$ cat config.mk
export PLATFORM = sky130hd
export DESIGN_NAME = param_updown_counter
export DESIGN_NICKNAME = d
export VERILOG_FILES = /design/src/rtl/param_updown_counter.sv
export SDC_FILE = /design/constraint.sdc
export NUM_CORES = 1
export LEC_CHECK = 0
export CAP_MARGIN = 40
export CORE_MARGIN = 4
export CORE_UTILIZATION = 46
export DETAILED_ROUTE_END_ITERATION = 7
export PLACE_DENSITY = 0.86
export SYNTH_ARGS = -nofsm -noshare
export SYNTH_HDL_FRONTEND = slang
export SYNTH_SLANG_ARGS = --single-unit
$ cat constraint.sdc
create_clock -name clk -period 2.25 [get_ports clk]
set_input_delay 0.3375 -clock clk [delete_from_list [all_inputs] [get_ports clk]]
set_output_delay 0.3375 -clock clk [all_outputs]
set_load 0.005 [all_outputs]
$ cat src/rtl/param_updown_counter.sv
// Loadable up/down event counter: modulus MAX_VAL+1, wrap or saturate at the ends,
// registered terminal-count pulse and sticky overflow flag. Define PARAM_UPDOWN_COUNTER_SVA_EN for embedded assertions.
module param_updown_counter #(
  parameter int unsigned     WIDTH   = 8,
  parameter longint unsigned MAX_VAL = (64'd1 << WIDTH) - 64'd1,
  parameter bit              SAT     = 1'b0
) (
  input  logic             clk,
  input  logic             rst,
  input  logic             en,
  input  logic             load,
  input  logic [WIDTH-1:0] din,
  input  logic             up,
  input  logic             ovf_clr,
  output logic [WIDTH-1:0] count,
  output logic             tc,
  output logic             ovf
);

  localparam logic [WIDTH-1:0] MAX_C = WIDTH'(MAX_VAL);
  localparam logic [WIDTH-1:0] ONE_C = {{(WIDTH-1){1'b0}}, 1'b1};

  logic [WIDTH-1:0] count_q, count_d;
  logic             tc_q, tc_d;
  logic             ovf_q, ovf_d;
  logic             boundary;

  function automatic logic [WIDTH-1:0] clamp_load(input logic [WIDTH-1:0] v);
    return (v > MAX_C) ? MAX_C : v;
  endfunction

  // At a boundary the step is never computed, so the value stays inside 0..MAX_VAL.
  function automatic logic [WIDTH-1:0] boundary_next(input logic [WIDTH-1:0] cur,
                                                     input logic             dir_up);
    if (SAT) return cur;
    return dir_up ? '0 : MAX_C;
  endfunction

  assign boundary = en && !load && (up ? (count_q == MAX_C) : (count_q == '0));

  always_comb begin
    count_d = count_q;
    tc_d    = 1'b0;
    ovf_d   = ovf_q;
    if (load) begin
      count_d = clamp_load(din);
    end else if (en) begin
      if (boundary) begin
        count_d = boundary_next(count_q, up);
        tc_d    = 1'b1;
      end else begin
        count_d = up ? (count_q + ONE_C) : (count_q - ONE_C);
      end
    end
    // Set wins over clear when both happen on the same edge.
    if (boundary)     ovf_d = 1'b1;
    else if (ovf_clr) ovf_d = 1'b0;
  end

  always_ff @(posedge clk) begin
    if (rst) begin
      count_q <= '0;
      tc_q    <= 1'b0;
      ovf_q   <= 1'b0;
    end else begin
      count_q <= count_d;
      tc_q    <= tc_d;
      ovf_q   <= ovf_d;
    end
  end

  assign count = count_q;
  assign tc    = tc_q;
  assign ovf   = ovf_q;

`ifdef PARAM_UPDOWN_COUNTER_SVA_EN
  a_reset: assert property (@(posedge clk)
    rst |=> (count == '0) && !ovf && !tc);
  a_load: assert property (@(posedge clk) disable iff (rst)
    load |=> count == (($past(din) > MAX_C) ? MAX_C : $past(din)));
  a_step_up: assert property (@(posedge clk) disable iff (rst)
    (en && !load && up && (count != MAX_C)) |=> count == $past(count) + ONE_C);
  a_step_down: assert property (@(posedge clk) disable iff (rst)
    (en && !load && !up && (count != '0)) |=> count == $past(count) - ONE_C);
  a_hold: assert property (@(posedge clk) disable iff (rst)
    (!en && !load) |=> $stable(count));
  a_range: assert property (@(posedge clk) disable iff (rst)
    count <= MAX_C);
  a_boundary: assert property (@(posedge clk) disable iff (rst)
    boundary |=> tc && ovf);
`endif

endmodule

==> key figures <==
Placement
  – Routability cong.: 0.8716
  – DP Cell Count: between 100 and 150
  – Number of port buffers: 23
  – Placed Area: roughly 1100 um^2
  – Detail Placement HPWL: slightly below 2 mm

Power
  – Switching share of power: between 30% and 40%
  – Clock share of power: 27.0%
  – Internal power: ~0.00043 W
  – Leak pwr: 0.5124 nW
  – Worst VDD drop: 0.0003588 V
  – NetSw: 0.0002060 W
  – Power per cell area: 537.2 nW/um^2
  – Comb pwr share: about 39%
  – Power share of the sequential group: around 34%

Logic synthesis
  – Yosys warns: 0
  – Synth Cell Area: between 800 and 900 um^2
  – Main area contributors after synthesis: dfxtp_1 (25%), ha_1 (9.4%), a21oi_1 (6.3%)
  – Netlist cell types: 32
  – Synthesized net count: roughly 110
  – Seq cells post-synth: 10
  – Biggest area consumer among synthesized cells: dfxtp_1
  – Mean Syn Cell Area: between 8 and 9 um^2
  – Yosys top cell area share: about a quarter
  – Mapped Cells: 92
  – Seq/Total Area, Yosys: 25.00%

Worst setup path
  – Crit path required time: about 2400 ps
  – Worst setup startpoint: up
  – Reg2reg path depth: 6
  – End point of the critical path: count[6]
  – FF-to-FF End: count[6]
  – Crit Reg-Reg Startpoint: count[1]
  – CP max-delay cell: clkdlybuf4s50_1
  – CP startpoint kind: primary input
  – Register-to-register setup slack: between 300 and 400 ps
  – Max FO, Critical Path: 4
  – Critical Path Sink Type: flop
  – WP data arrival: between 2000 and 2500 ps
  – Critical path class: primary input to flop
  – Crit path cell chain: clkdlybuf4s50_1 > inv_2 > fa_1 > a21o_1 > a311o_1 > a21oi_1 > xor2_1 > o22ai_1
  – CP peak stage delay: 510 ps

Detailed routing
  – DRT Pass-1 Iters: 6
  – Routed vias: ~910
  – Initial drt markers: 19
  – ANT nets after route: 0
  – Drt drc: 0
  – Vias per Instance: around 6.2
  – Mean routed wirelength per cell: around 18 um
  – Final wirelength: roughly 2.6 mm

Floorplan
  – Die footprint: around 2500 um^2
  – Initial Util: 50.79%
  – Top-level I/O count: 24
  – CORE AREA: 1577 um^2
  – Horiz. Die Dim: slightly below 50 um
  – Site Rows: 14
  – Die height: slightly below 50 um

Finish
  – Most common cell after layout, fill and taps aside: clkdlybuf4s50_1
  – Final Util: roughly three quarters
  – Layout cells sized above 1: 18.46%
  – # nets final: approximately 150
  – ANT cells: 0
  – Post-route insts no fill: 146
  – Most frequent cells in the layout: clkdlybuf4s50_1 (23), buf_4 (13), a21oi_1 (10), dfxtp_1 (10), nand2_1 (7)
  – Filler Cell Count: roughly 130
  – Area Overhead vs Synth: 47.03%
  – Fin area: roughly 1200 um^2

Timing
  – Setup_tns: 0 ps
  – # setup viols final: 0
  – Final period utilization: between 90 and 100%
  – Min cycle time layout: 2207 ps
  – Slew margin rel.: approximately 73%
  – Slew of the pin with the lowest slew margin: roughly 400 ps
  – Final hold slack: 469.4 ps
  – Fin. Hold Viols: 0
  – Max Slew Vio Count: 0
  – RSZ-0062 raised after global routing: no
  – Clock skew: about 3.3 ps
  – Highest clock rate: 0.4530 GHz

Global routing
  – First-pass GRT wire length: between 4 and 5 mm
  – Total GRT Usage: approximately 23%
  – Vias in the first global route: 933
  – Largest net degree at the start of global routing: 13
  – Global-route congestion overflow total: 0
  – Initial antenna violation count: 0

Clock network
  – Root Buffer Master: clkbuf_4
  – Post-CTS Setup Repair Bufs: 0
  – Clk_lat worst skew: 290 ps
  – TritonCTS buffer count: 3
  – CTS Hold Bufs: 0
  – Max Root-Sink Buffers: 2
  – CTS H-tree depth: 1
  – CTS tree: yes
  – CTS clk-pin slew, worst paths: around 70 ps
  – Sinks on Clock Net: 10

Hold path
  – HP Class: flop to flop
  – Hold_sp: ovf
  – Hold Path Stages: 2

Outcome
  – Status: finished clean

Run
  – MaxCap Viol Count: 0
==> logic make-up (layout without fill, tap and decap cells) <==
kind of cell,after synthesis,count (layout),share of synthesized area [%]
adders and majority gates,7,7,11.87
buffers and inverters,9,47,4.220
AOI/OAI and AO/OA,32,32,30.31
DFF,10,10,25.00
xor gates and xnor gates,7,7,7.656
and+or+nand+nor,27,27,20.94
==> metal layers <==
metal | share of wire, % | global-route usage (%) | vias up
li1 | - | - | 428
met1 | 38 | 24.31 | 423
met2 | 52 | 42.07 | 51
met3 | 8.5 | 7.229 | 6
met4 | 1.6 | 6.912 | 0
met5 | 0 | 0 | -
==> synth_stat cells, drive strengths merged <==
cell	n
xor2	4
inv	7
a21o	2
o21bai	2
nand2	7
xnor2	3
o311a	3
and3	3
a311o	1
nand3	1
clkbuf	2
a21oi	10
a211o	1
dfxtp	10
fa	1
nand2b	2
and2	1
a221oi	4
nor4	3
a211oi	1
o2111ai	1
and4	1
ha	6
o22ai	4
nor2	4
o21ai	2
o31a	1
nor3	5
==> final cells by class <==
cell class / instances / area (um^2) / area share, %
clock buffer: 4 / 36.28 / 3.082
inverter: 7 / 26.28 / 2.232
multi-input combinational: 73 / 566.8 / 48.14
sequential: 10 / 200.2 / 17.00
tap: 16 / 20.02 / 1.700
timing repair buffer: 36 / 327.8 / 27.84
==> through the flow <==
step	worst slack, ps	power (W)
floorplan	280.2	0.0003421
global route	2.090	0.0006651
CTS	4.822	0.0006262
global placement	-170.4	0.0004481
detailed placement	-284.1	0.0004600
finish	42.62	0.0006325
==> worst max-delay path: cells and delay by family <==
family | cells | cell delay (ps)
fa+ha+maj | 1 | 450
xor+xnor | 1 | 160
buf+inv | 2 | 590
compound gates | 4 | 820
==> power groups by stage <==
stage               combinational [W]  sequential, W  clock (W)
floorplan                    0.000129       0.000213          0
global placement             0.000233       0.000215          0
detailed placement           0.000244       0.000216          0
CTS                          0.000246       0.000213   0.000167
global route                 0.000268       0.000216   0.000180
finish                       0.000248       0.000214   0.000171
==> worst min path at each step <==
stage / slack, ps / to
5_1_grt: 510 / ovf
3_3_place_gp: 460 / ovf
2_1_floorplan: 470 / ovf
4_1_cts: 470 / ovf
3_5_place_dp: 460 / ovf
6_report: 470 / ovf
==> timing repair <==
action                                  4_1_cts  5_1_grt
endpoints found under the hold margin         0        0
gates resized for setup                       0        1
endpoints found under the setup margin        0        2
==> flip-flops by register name (all words and copies together) (netlist names) <==
name	cells
tc	1
ovf	1
count	8
No activity file was read; power rests on OpenSTA's default activity.
